**src/rtl/display_refresh_scheduler.sv**
```systemverilog
// Dual seven-segment refresh scheduler.
// Time-multiplexes two digits onto one decoder with blanking between slots.
module display_refresh_scheduler #(
    parameter int ON_CYCLES   = 24000,
    parameter int DEAD_CYCLES = 480
) (
    input  logic       clk,
    input  logic       reset,
    input  logic       en,
    input  logic [3:0] digit0,
    input  logic [3:0] digit1,
    output logic [3:0] hex,
    output logic       an0,
    output logic       an1,
    output logic       digit_sel,
    output logic       frame_tick
);

    localparam int MAXC = (ON_CYCLES > DEAD_CYCLES) ? ON_CYCLES : DEAD_CYCLES;
    localparam int CW   = (MAXC > 1) ? $clog2(MAXC) : 1;

    localparam logic [CW-1:0] L_DEAD_LAST = CW'(DEAD_CYCLES - 1);
    localparam logic [CW-1:0] L_ON_LAST   = CW'(ON_CYCLES - 1);

    typedef enum logic [1:0] {
        DEAD0,
        SHOW0,
        DEAD1,
        SHOW1
    } state_t;

    state_t          r_state;
    logic [CW-1:0]   r_cnt;
    logic            r_run;
    logic [3:0]      r_hex;
    logic            r_an0;
    logic            r_an1;
    logic            r_sel;
    logic            r_tick;

    logic            w_dead_last;
    logic            w_on_last;

    assign w_dead_last = (r_cnt == L_DEAD_LAST);
    assign w_on_last   = (r_cnt == L_ON_LAST);

    assign hex        = r_hex;
    assign an0        = r_an0;
    assign an1        = r_an1;
    assign digit_sel  = r_sel;
    assign frame_tick = r_tick;

    // State, slot counter and all outputs advance together on one edge.
    // r_run marks that the first enabled edge after reset or en-low has
    // been spent entering DEAD0, so that edge counts as the slot entry.
    always_ff @(posedge clk) begin
        if (reset) begin
            r_state <= DEAD0;
            r_cnt   <= '0;
            r_run   <= 1'b0;
            r_hex   <= 4'h0;
            r_an0   <= 1'b1;
            r_an1   <= 1'b1;
            r_sel   <= 1'b0;
            r_tick  <= 1'b0;
        end else if (!en || !r_run) begin
            r_state <= DEAD0;
            r_cnt   <= '0;
            r_run   <= en;
            r_hex   <= digit0;
            r_an0   <= 1'b1;
            r_an1   <= 1'b1;
            r_sel   <= 1'b0;
            r_tick  <= 1'b0;
        end else begin
            r_tick <= 1'b0;
            unique case (r_state)
                DEAD0: begin
                    if (w_dead_last) begin
                        r_state <= SHOW0;
                        r_cnt   <= '0;
                        r_an0   <= 1'b0;
                    end else begin
                        r_cnt <= r_cnt + 1'b1;
                        r_hex <= digit0;
                    end
                end
                SHOW0: begin
                    if (w_on_last) begin
                        r_state <= DEAD1;
                        r_cnt   <= '0;
                        r_an0   <= 1'b1;
                        r_sel   <= 1'b1;
                        r_hex   <= digit1;
                    end else begin
                        r_cnt <= r_cnt + 1'b1;
                    end
                end
                DEAD1: begin
                    if (w_dead_last) begin
                        r_state <= SHOW1;
                        r_cnt   <= '0;
                        r_an1   <= 1'b0;
                    end else begin
                        r_cnt <= r_cnt + 1'b1;
                        r_hex <= digit1;
                    end
                end
                SHOW1: begin
                    if (w_on_last) begin
                        r_state <= DEAD0;
                        r_cnt   <= '0;
                        r_an1   <= 1'b1;
                        r_sel   <= 1'b0;
                        r_hex   <= digit0;
                        r_tick  <= 1'b1;
                    end else begin
                        r_cnt <= r_cnt + 1'b1;
                    end
                end
            endcase
        end
    end

endmodule
```
**config.mk**
```make
export PLATFORM = sky130hd
export DESIGN_NAME = display_refresh_scheduler
export DESIGN_NICKNAME = d
export VERILOG_FILES = /design/src/rtl/display_refresh_scheduler.sv
export SDC_FILE = /design/constraint.sdc
export NUM_CORES = 1
export LEC_CHECK = 0
export CORE_MARGIN = 5
export CORE_UTILIZATION = 53
export CTS_CLUSTER_DIAMETER = 200
export CTS_CLUSTER_SIZE = 28
export DETAILED_ROUTE_END_ITERATION = 10
export GPL_ROUTABILITY_DRIVEN = 1
export HOLD_SLACK_MARGIN = 0.03
export PLACE_DENSITY_LB_ADDON = 0.08
export SYNTH_ARGS = -nofsm -noshare
export SYNTH_HDL_FRONTEND = slang
export SYNTH_SLANG_ARGS = --single-unit
```
**constraint.sdc**
```tcl
create_clock -name clk -period 2.67 [get_ports clk]
set_clock_uncertainty 0.05 [all_clocks]
set_input_delay 0.534 -clock clk [delete_from_list [all_inputs] [get_ports clk]]
set_output_delay 0.534 -clock clk [all_outputs]
set_load 0.05 [all_outputs]
```
==> qor.csv, run 1 <==
stage;metric;value;unit
global_route;grt_max_degree;22;
worst_setup_path;start_kind;flip-flop;
global_route;use_met3;2.516;%
routing;drcViolationCount;0;
sta;timing.final.crit_share;79.92;%
power;leakagePower;0.0005408;uW
hold_path;hp-class;flip-flop to flip-flop;
sta;post-route-min-period;2134;ps
routing;dr_total_vias;1140;
power;total_power;647.5;uW
clock_tree;cts.hold.buffers_added;0;
clock_tree;cts-htree-levels;1;
placement;gp_congestion;0.7869;
floorplanning;io_pins;19;
sta;report.final.slew_viol_count;0;
floorplanning;dieArea;3764;um2
hold_path;min_from;r_cnt[0]$_SDFF_PP0_;
placement;port_buffers;18;
synthesis;postSynthCellCount;153;
clock_tree;clk_latency;320;ps
clock_tree;cts_setup_buffers;0;
floorplanning;die_x;61.35;um
flow_run;maxCapViolCount;0;
clock_tree;clkSlewWorstSetupHoldPaths;150;ps
floorplanning;rows;18;
layout;area_growth_syn_to_layout;16.56;%
worst_setup_path;cp-startpoint;r_state[1]$_SDFFE_PP0P_;
floorplanning;die_y;61.35;um
run_status;status;finished, final reports clean;
synthesis;yosys_warnings;0;
global_route;grtUsageMet1;21.05;%
routing;wl_per_cell;13.71;um
global_route;antenna_found_initial;0;
synthesis;syn_nets;170;
worst_setup_path;r2r_start;r_state[1]$_SDFFE_PP0P_;
routing;dr.pass1.iters;4;
layout;final_cell_area;1629;um2
worst_setup_path;cp-end-kind;flip-flop;
layout;drive_above_1_share;8.772;%
sta;rsz0062_at_grt;no;
global_route;busiest_layer;met2;
hold_path;min_path_cells;1;
layout;nets;189;
sta;worstMarginPinSlew;628.6;ps
floorplanning;initial_core_util;55.91;%
synthesis;syn_area;1398;um2
power;ir_worst_vdd;0.0002376;V
worst_setup_path;crit_fanout;15;
sta;fmax;468.6;MHz
synthesis;synth_top_flop_cell;dfxtp_1;
routing;wl;2.755;mm
placement;place_area;1593;um2
worst_setup_path;cp.arrival;2290;ps
sta;slew_headroom;57.96;%
clock_tree;cts_tree;yes;
global_route;use_met2;29.00;%
clock_tree;cts_buffers;3;
worst_setup_path;regToRegSetupSlack;540;ps
synthesis;synth-edff-count;0;
worst_setup_path;regToRegEndpoint;r_cnt[7]$_SDFF_PP0_;
sta;tns;0;ps
synthesis;ys_types;42;
routing;routed_via_density;5.672;
worst_setup_path;crit_type;flip-flop to flip-flop;
clock_tree;post_cts_resized;0;
synthesis;ys_ff_latch;26;
global_route;grt_pass1_vias;1116;
clock_tree;root_buffer;clkbuf_4;
floorplanning;core_area;2500;um2
global_route;globalRouteOverflowTotal;0;
placement;place_hpwl;2.096;mm
clock_tree;cts_buffer_depth;2;
sta;fin_hold_ws;447.9;ps
worst_setup_path;rr_worst_depth;6;
synthesis;async_flop_share;0;%
synthesis;yosysSeqAreaShare;37.24;%
power;powerDensity;397.5;nW/um2
global_route;grtUsageTotal;16.65;%
worst_setup_path;worstPathRequired;2820;ps
routing;postRouteAntennaNets;0;
routing;drt_iter0_drc;77;
hold_path;hold_end;r_cnt[0]$_SDFF_PP0_;
synthesis;syn_area_per_cell;9.135;um2
layout;num_antenna_cells;0;
sta;hold_viol_final;0;
clock_tree;cts_sinks;26;
sta;setup_viol;0;
global_route;grt_pass1_wl;4.685;mm
## cells in the final DEF (no fill, tap or decap), types with 2 or more instances in the layout
cell type	count
a21oi_1	6
and2_1	2
clkbuf_4	3
clkdlybuf4s50_1	18
dfxtp_1	26
ha_1	6
inv_1	5
mux2_2	3
mux2i_1	4
nand2_1	8
nand3_1	7
nand4_1	4
nor2_1	9
nor2b_1	6
nor3_1	16
nor3b_1	2
nor4_1	2
nor4_2	2
o211ai_1	2
o21ai_0	3
o31ai_1	2
or2_2	2
or3_1	3
xnor2_1	9
xor2_1	3
## flip-flops by register name (all words and copies together), names as in the netlist
register,count
r_cnt,15
r_run,1
r_state,2
an1,1
frame_tick,1
hex,4
digit_sel,1
an0,1
## per-layer routing
metal,wire [um],part of all wire [%]
met2,1338,49
met3,88,3.2
met1,1311,48
met5,0,0
met4,17,0.62
## cell usage after synthesis, drive strengths merged (3+ instances only)
master   n  share of area (%)
ha       6                5.4
nand4    5                2.7
nor3    16                5.7
nor2     9                2.4
nand3    7                2.5
nor4     4                2.7
mux2     4                3.2
inv      5                1.3
o21ai    3                1.1
clkbuf   3               0.81
xnor2    9                5.6
a21oi    6                2.1
xor2     3                1.9
mux2i    4                2.9
dfxtp   26                 37
nand2    8                2.1
nor2b    6                2.7
or3      3                1.3
## cells by family after synthesis
group	count (synthesis)	share of synthesized area (%)
fa+ha+maj	6	5.371
mux	8	6.088
buf+inv	9	2.954
compound gates	22	11.91
simple gates	70	28.92
flops	26	37.24
xor+xnor	12	7.521
## power breakdown
part           total (uW)  switching (uW)  internal (uW)  leakage [uW]
combinational        48.0            23.1           24.8      0.000309
clock                 205             121           83.4     0.0000210
sequential            395            2.34            393      0.000211
## metrics by stage
step                      util, %  setup slack [ps]  std cells
final                       65.17             536.1        201
after detailed placement    63.71             467.0        197
after global routing        65.17             351.9        201
after global placement      63.71             497.8        197
after CTS                   65.17             525.8        201
after floorplan                 -             822.2        153
## worst max-delay path by stage
stage                           to
2_1_floorplan  hex[3]$_SDFFE_PP0P_
3_3_place_gp   hex[2]$_SDFFE_PP0P_
3_5_place_dp   hex[1]$_SDFFE_PP0P_
4_1_cts        r_cnt[7]$_SDFF_PP0_
5_1_grt        r_cnt[7]$_SDFF_PP0_
6_report       r_cnt[7]$_SDFF_PP0_
## layout make-up
cell class / instances / area (um2)
Timing Repair Buffer: 18 / 180.2
Multi-Input combinational cell: 118 / 835.8
Clock buffer: 4 / 36.28
Inverter: 5 / 18.77
Fill cell: 204 / 870.8
Sequential cell: 26 / 520.5
Tap cell: 30 / 37.54
## worst max-delay path, cell delays in order (launching register included)
cell and delay, ps:
dfxtp_1 370, inv_1 110, ha_1 260, nor2_1 130, or3_1 370, a211oi_4 600
nor3_1 120
Note: power is estimated with default switching activity, not from simulation.
==> run 2: changes to the inputs <==
- clock period: 2.67 -> 2.2 ns (I/O delays scaled with it)
==> qor.csv, run 2 (synthesis results as in run 1) <==
stage;metric;value;unit;change
layout;nets;194;;+2.6%
hold_path;min_from;r_cnt[0]$_SDFF_PP0_;;
sta;fmax;499.6;MHz;
clock_tree;root_buffer;clkbuf_4;;
hold_path;hp-class;flip-flop to flip-flop;;
power;leakagePower;0.0005649;uW;+4.4%
worst_setup_path;critPathMaxStageDelay;820;ps;+220 ps
power;ir_worst_vdd;0.0003642;V;+53%
clock_tree;cts_tree;yes;;
placement;port_buffers;18;;unchanged
sta;fin_hold_ws;453.6;ps;+5.757 ps
routing;dr.pass1.iters;4;;unchanged
clock_tree;cts_buffers;3;;unchanged
flow_run;maxCapViolCount;0;;unchanged
clock_tree;cts_sinks;26;;unchanged
worst_setup_path;regToRegEndpoint;hex[0]$_SDFFE_PP0P_;;
worst_setup_path;regToRegSetupSlack;220;ps;-320 ps
placement;gp_congestion;0.8048;;+2.3%
floorplanning;dieArea;3764;um2;unchanged
floorplanning;die_y;61.35;um;unchanged
routing;dr_wl_met2;1.359;mm;+1.6%
sta;worstMarginPinSlew;510.1;ps;-118.5 ps
sta;slew_headroom;65.89;%;+7.9 points
clock_tree;post_cts_resized;0;;unchanged
global_route;globalRouteOverflowTotal;0;;unchanged
clock_tree;clk_latency;320;ps;about the same
power;powerDensity;467.1;nW/um2;+18%
global_route;grtUsageTotal;17.53;%;+0.88 points
routing;dr_total_vias;1177;;+3.2%
worst_setup_path;crit_fanout;2;;-13
placement;place_area;1630;um2;+2.4%
sta;setup_viol;0;;unchanged
global_route;antenna_found_initial;0;;unchanged
worst_setup_path;crit_buf_inv;1;;unchanged
worst_setup_path;rr_worst_depth;5;;-1
layout;num-fill-cells;216;;+5.9%
clock_tree;cts.hold.buffers_added;0;;unchanged
routing;route.met3.wl;109;um;+24%
routing;met1Wirelength;1.306;mm;-0.38%
worst_setup_path;crit_type;flip-flop to output pin;;
layout;multi_input_area;835.8;um2;unchanged
floorplanning;io_pins;19;;unchanged
placement;place_hpwl;2.173;mm;+3.6%
worst_setup_path;cp_top_family;buffers and inverters;;
worst_setup_path;cp.depth;1;;-5
layout;drive_above_1_share;11.36;%;+2.6 points
routing;drt_iter0_drc;54;;-30%
layout;final_common_cell;dfxtp_1;;
layout;final_cell_area;1667;um2;+2.3%
clock_tree;clkSlewWorstSetupHoldPaths;140;ps;about the same
global_route;grt_pass1_vias;1172;;+5.0%
run_status;status;finished, final reports clean;;
sta;rsz0062_at_grt;no;;
floorplanning;core_area;2500;um2;unchanged
clock_tree;cts_setup_buffers;0;;unchanged
sta;report.final.slew_viol_count;0;;unchanged
layout;regMostFlops;r_cnt;;
clock_tree;cts-htree-levels;1;;unchanged
placement;pre_cts_ws;87.83;ps;-379.1 ps
routing;wl;2.794;mm;+1.4%
sta;worst_slack;198.4;ps;-337.7 ps
hold_path;min_path_cells;1;;unchanged
floorplanning;initial_core_util;55.91;%;unchanged
routing;routed_via_density;5.714;;+0.74%
worst_setup_path;r2r_start;r_cnt[0]$_SDFF_PP0_;;
worst_setup_path;worstPathRequired;1710;ps;-1110 ps
routing;wl_per_cell;13.56;um;-1.0%
worst_setup_path;start_kind;flip-flop;;
worst_setup_path;cp_cell_sequence;clkdlybuf4s50_1;;
clock_tree;cts_buffer_depth;2;;unchanged
layout;post-route-util;66.67;%;+1.5 points
layout;largest_reg_flops;15;;unchanged
hold_path;hold_end;r_cnt[0]$_SDFF_PP0_;;
worst_setup_path;cp_slowest_cell;clkdlybuf4s50_1;;
sta;hold_viol_final;0;;unchanged
layout;num_antenna_cells;0;;unchanged
layout;register_area;520.5;um2;unchanged
global_route;grt_max_degree;22;;unchanged
global_route;grt_pass1_wl;5.009;mm;+6.9%
sta;tns;0;ps;unchanged
layout;area_growth_syn_to_layout;19.25;%;
floorplanning;rows;18;;unchanged
layout;mostFrequentLayoutCells;26 x dfxtp_1, 18 x clkdlybuf4s50_1, 16 x nor3_1;;
worst_setup_path;cp.arrival;1510;ps;-780 ps
floorplanning;die_x;61.35;um;unchanged
sta;timing.final.crit_share;90.98;%;
sta;post-route-min-period;2002;ps;
routing;drcViolationCount;0;;unchanged
routing;postRouteAntennaNets;0;;unchanged
routing;top_layer_used;met4;;
worst_setup_path;cp-end-kind;output pin;;
## run 2: changes by cell type in the layout (fill, tap and decap cells not counted)
cell	previous run	this run
buf_4	0	5
## run 2: layout make-up
class | instances | area share (%)
clock buffer | 4 | 2.177
sequential | 26 | 31.23
timing repair buffer | 23 | 13.06
inverter | 5 | 1.126
tap | 30 | 2.252
multi-input combinational | 118 | 50.15
## run 2: power by group
part	leakage, uW	total [uW]	switching [uW]	internal [uW]
clock network	0.0000210	240	139	101
registers	0.000211	479	2.98	476
logic	0.000333	58.9	27.7	31.2
total	0.000565	778	170	609
## run 2: worst max-delay path by stage
stage                                    from             endpoint  slack [ps]
final                     hex[1]$_SDFFE_PP0P_               hex[1]         200
after global routing      r_cnt[0]$_SDFF_PP0_  hex[1]$_SDFFE_PP0P_          80
after CTS                 hex[1]$_SDFFE_PP0P_               hex[1]         180
after detailed placement                   en  hex[0]$_SDFFE_PP0P_          90
after global placement                     en  hex[2]$_SDFFE_PP0P_         120
after floorplan           r_cnt[0]$_SDFF_PP0_  hex[3]$_SDFFE_PP0P_         350
## run 2: worst register-to-register path, cell delays in order (launching register included)
cell	delay [ps]
dfxtp_1	400
ha_1	260
and4_1	290
nand4_1	210
o32ai_2	290
mux2_2	380
## run 2: stage by stage
step / total power [uW] / cells
after floorplan: 519.2 / 153
after global placement: 547.4 / 202
after detailed placement: 549.1 / 202
after CTS: 788.5 / 206
after global routing: 814.0 / 206
final: 778.4 / 206
## run 2: metal layers
layer / GRT usage [%] / vias to the layer above
met5: 0 / -
met4: 6.364 / 0
met3: 2.725 / 2
met2: 29.76 / 21
met1: 22.48 / 552
li1: - / 602
==> run 3: changes to the inputs <==
- CORE_UTILIZATION: 53 -> 48
- clock period: 2.2 -> 1.7 ns (I/O delays scaled with it)
==> qor.csv, run 3 (synthesis results as in run 1) <==
stage;metric;value;unit;change
worst_setup_path;regToRegSetupSlack;-20;ps;-240 ps
power;total_power;1023;uW;+31%
layout;final_common_cell;buf_4;;
global_route;antenna_found_initial;0;;unchanged
layout;mostFrequentLayoutCells;47 x buf_4, 16 x nor3_1, 16 x dfxtp_1;;
layout;drive_above_1_share;40.28;%;+29 points
sta;report.final.slew_viol_count;0;;unchanged
routing;dr_total_vias;1354;;+15%
placement;placedCellCount;236;;+17%
power;ir_worst_vdd;0.0006207;V;+70%
worst_setup_path;crit_buf_inv;1;;unchanged
clock_tree;clk_latency;320;ps;about the same
hold_path;min_path_cells;2;;+1
sta;slew_headroom;74.78;%;+8.9 points
floorplanning;dieArea;4091;um2;+8.7%
worst_setup_path;critPathMaxStageDelay;360;ps;-460 ps
clock_tree;cts_buffer_depth;2;;unchanged
clock_tree;clkSlewWorstSetupHoldPaths;140;ps;about the same
global_route;grtUsageTotal;18.33;%;+0.81 points
routing;dr.pass1.iters;4;;unchanged
routing;routed_via_density;5.595;;-2.1%
worst_setup_path;start_kind;flip-flop;;
global_route;grt_pass1_wl;6.141;mm;+23%
clock_tree;cts_buffers;3;;unchanged
global_route;globalRouteOverflowTotal;0;;unchanged
sta;setup_viol;4;;+4
routing;drt_iter0_drc;69;;+28%
floorplanning;core_area;2781;um2;+11%
global_route;grt_max_degree;16;;-27%
layout;largest_reg_flops;15;;unchanged
worst_setup_path;crit_type;flip-flop to flip-flop;;
floorplanning;initial_core_util;50.25;%;-5.7 points
worst_setup_path;cp_cell_sequence;nor4_2, buf_4, nand4_1, o32ai_4, mux2_4;;
floorplanning;io_pins;19;;unchanged
clock_tree;cts-htree-levels;1;;unchanged
layout;nets;229;;+18%
placement;gp_congestion;0.9178;;+14%
hold_path;hp-class;flip-flop to flip-flop;;
placement;place_hpwl;2.698;mm;+24%
clock_tree;cts_tree;yes;;
sta;worst_slack;-18.78;ps;-217.2 ps
floorplanning;die_y;63.96;um;+4.3%
power;powerDensity;505.0;nW/um2;+8.1%
sta;post-route-min-period;1719;ps;
floorplanning;rows;19;;+1
sta;rsz0062_at_grt;yes;;
sta;fmax;581.8;MHz;
layout;regMostFlops;r_cnt;;
layout;fin_cells;242;;+17%
layout;area_growth_syn_to_layout;44.94;%;
sta;timing.final.crit_share;101.1;%;
placement;port_buffers;18;;unchanged
power;leakagePower;0.0007896;uW;+40%
worst_setup_path;cp-end-kind;flip-flop;;
worst_setup_path;cp.arrival;1900;ps;+390 ps
sta;fin_hold_ws;470.5;ps;+16.86 ps
worst_setup_path;cp_top_family;simple AND/OR/NAND/NOR gates;;
routing;wl_per_cell;14.69;um;+8.3%
sta;worstMarginPinSlew;378.3;ps;-131.8 ps
routing;wl;3.555;mm;+27%
routing;postRouteAntennaNets;0;;unchanged
worst_setup_path;rr_worst_depth;5;;unchanged
worst_setup_path;crit_fanout;4;;+2
layout;num_antenna_cells;0;;unchanged
worst_setup_path;cp_slowest_cell;dfxtp_2;;
run_status;violations;setup timing;;
floorplanning;die_x;63.96;um;+4.3%
clock_tree;cts_sinks;26;;unchanged
flow_run;maxCapViolCount;0;;unchanged
routing;drcViolationCount;0;;unchanged
worst_setup_path;worstPathRequired;1880;ps;+170 ps
run_status;status;finished, violations left;;
worst_setup_path;cp.depth;5;;+4
clock_tree;root_buffer;clkbuf_4;;
global_route;grt_pass1_vias;1439;;+23%
sta;hold_viol_final;0;;unchanged
==> run 3: worst paths after layout <==
check,startpoint,endpoint
max,r_cnt[11]$_SDFF_PP0_,hex[2]$_SDFFE_PP0P_
min,r_state[1]$_SDFFE_PP0P_,r_state[1]$_SDFFE_PP0P_
max reg2reg,r_cnt[11]$_SDFF_PP0_,hex[2]$_SDFFE_PP0P_
min reg2reg,r_state[1]$_SDFFE_PP0P_,r_state[1]$_SDFFE_PP0P_
==> run 3: tightest hold or removal path: cells and delay by family, from the launching register on <==
kind           cells  cell delay, ps
AO/OA/AOI/OAI      2             140
flip-flops         1             370
==> run 3: cell type report <==
cell class / count / area [um2]
Timing Repair Buffer: 58 / 464.2
Multi-Input combinational cell: 118 / 934.6
Clock buffer: 4 / 36.28
Sequential cell: 26 / 533.0
Inverter: 5 / 18.77
Fill cell: 215 / 755.7
Tap cell: 31 / 38.79
==> run 3: layer usage <==
layer	vias up	share of wire, %	global-route usage, %
met4	0	1.7	5.195
met1	657	41	19.18
met2	20	55	34.92
met5	-	0	0
met3	6	2.8	5.254
li1	671	-	-
==> run 3: per-stage QoR <==
step / setup WS, ps / cell area [um2] / utilization [%] / setup TNS [ps]
floorplan: 11.88 / 1475 / - / 0
global placement: -220.3 / 1937 / 69.64 / -2716
detailed placement: -253.9 / 1937 / 69.64 / -3578
CTS: -34.64 / 2002 / 71.97 / -154.8
global route: -92.30 / 2026 / 72.83 / -583.7
finish: -18.78 / 2026 / 72.83 / -59.70
==> run 3: what timing repair did <==
item,4_1_cts,5_1_grt
setup buffers,1,2
resized for setup,7,9
pin swaps,3,9
endpoints found under the setup margin,4,24
hold buffers,0,0
==> run 3: power by group <==
part           total, uW  switching, uW  internal, uW
Sequential           620           3.82           616
Combinational       86.7           39.9          46.8
Clock                316            185           131
Total               1020            229           794
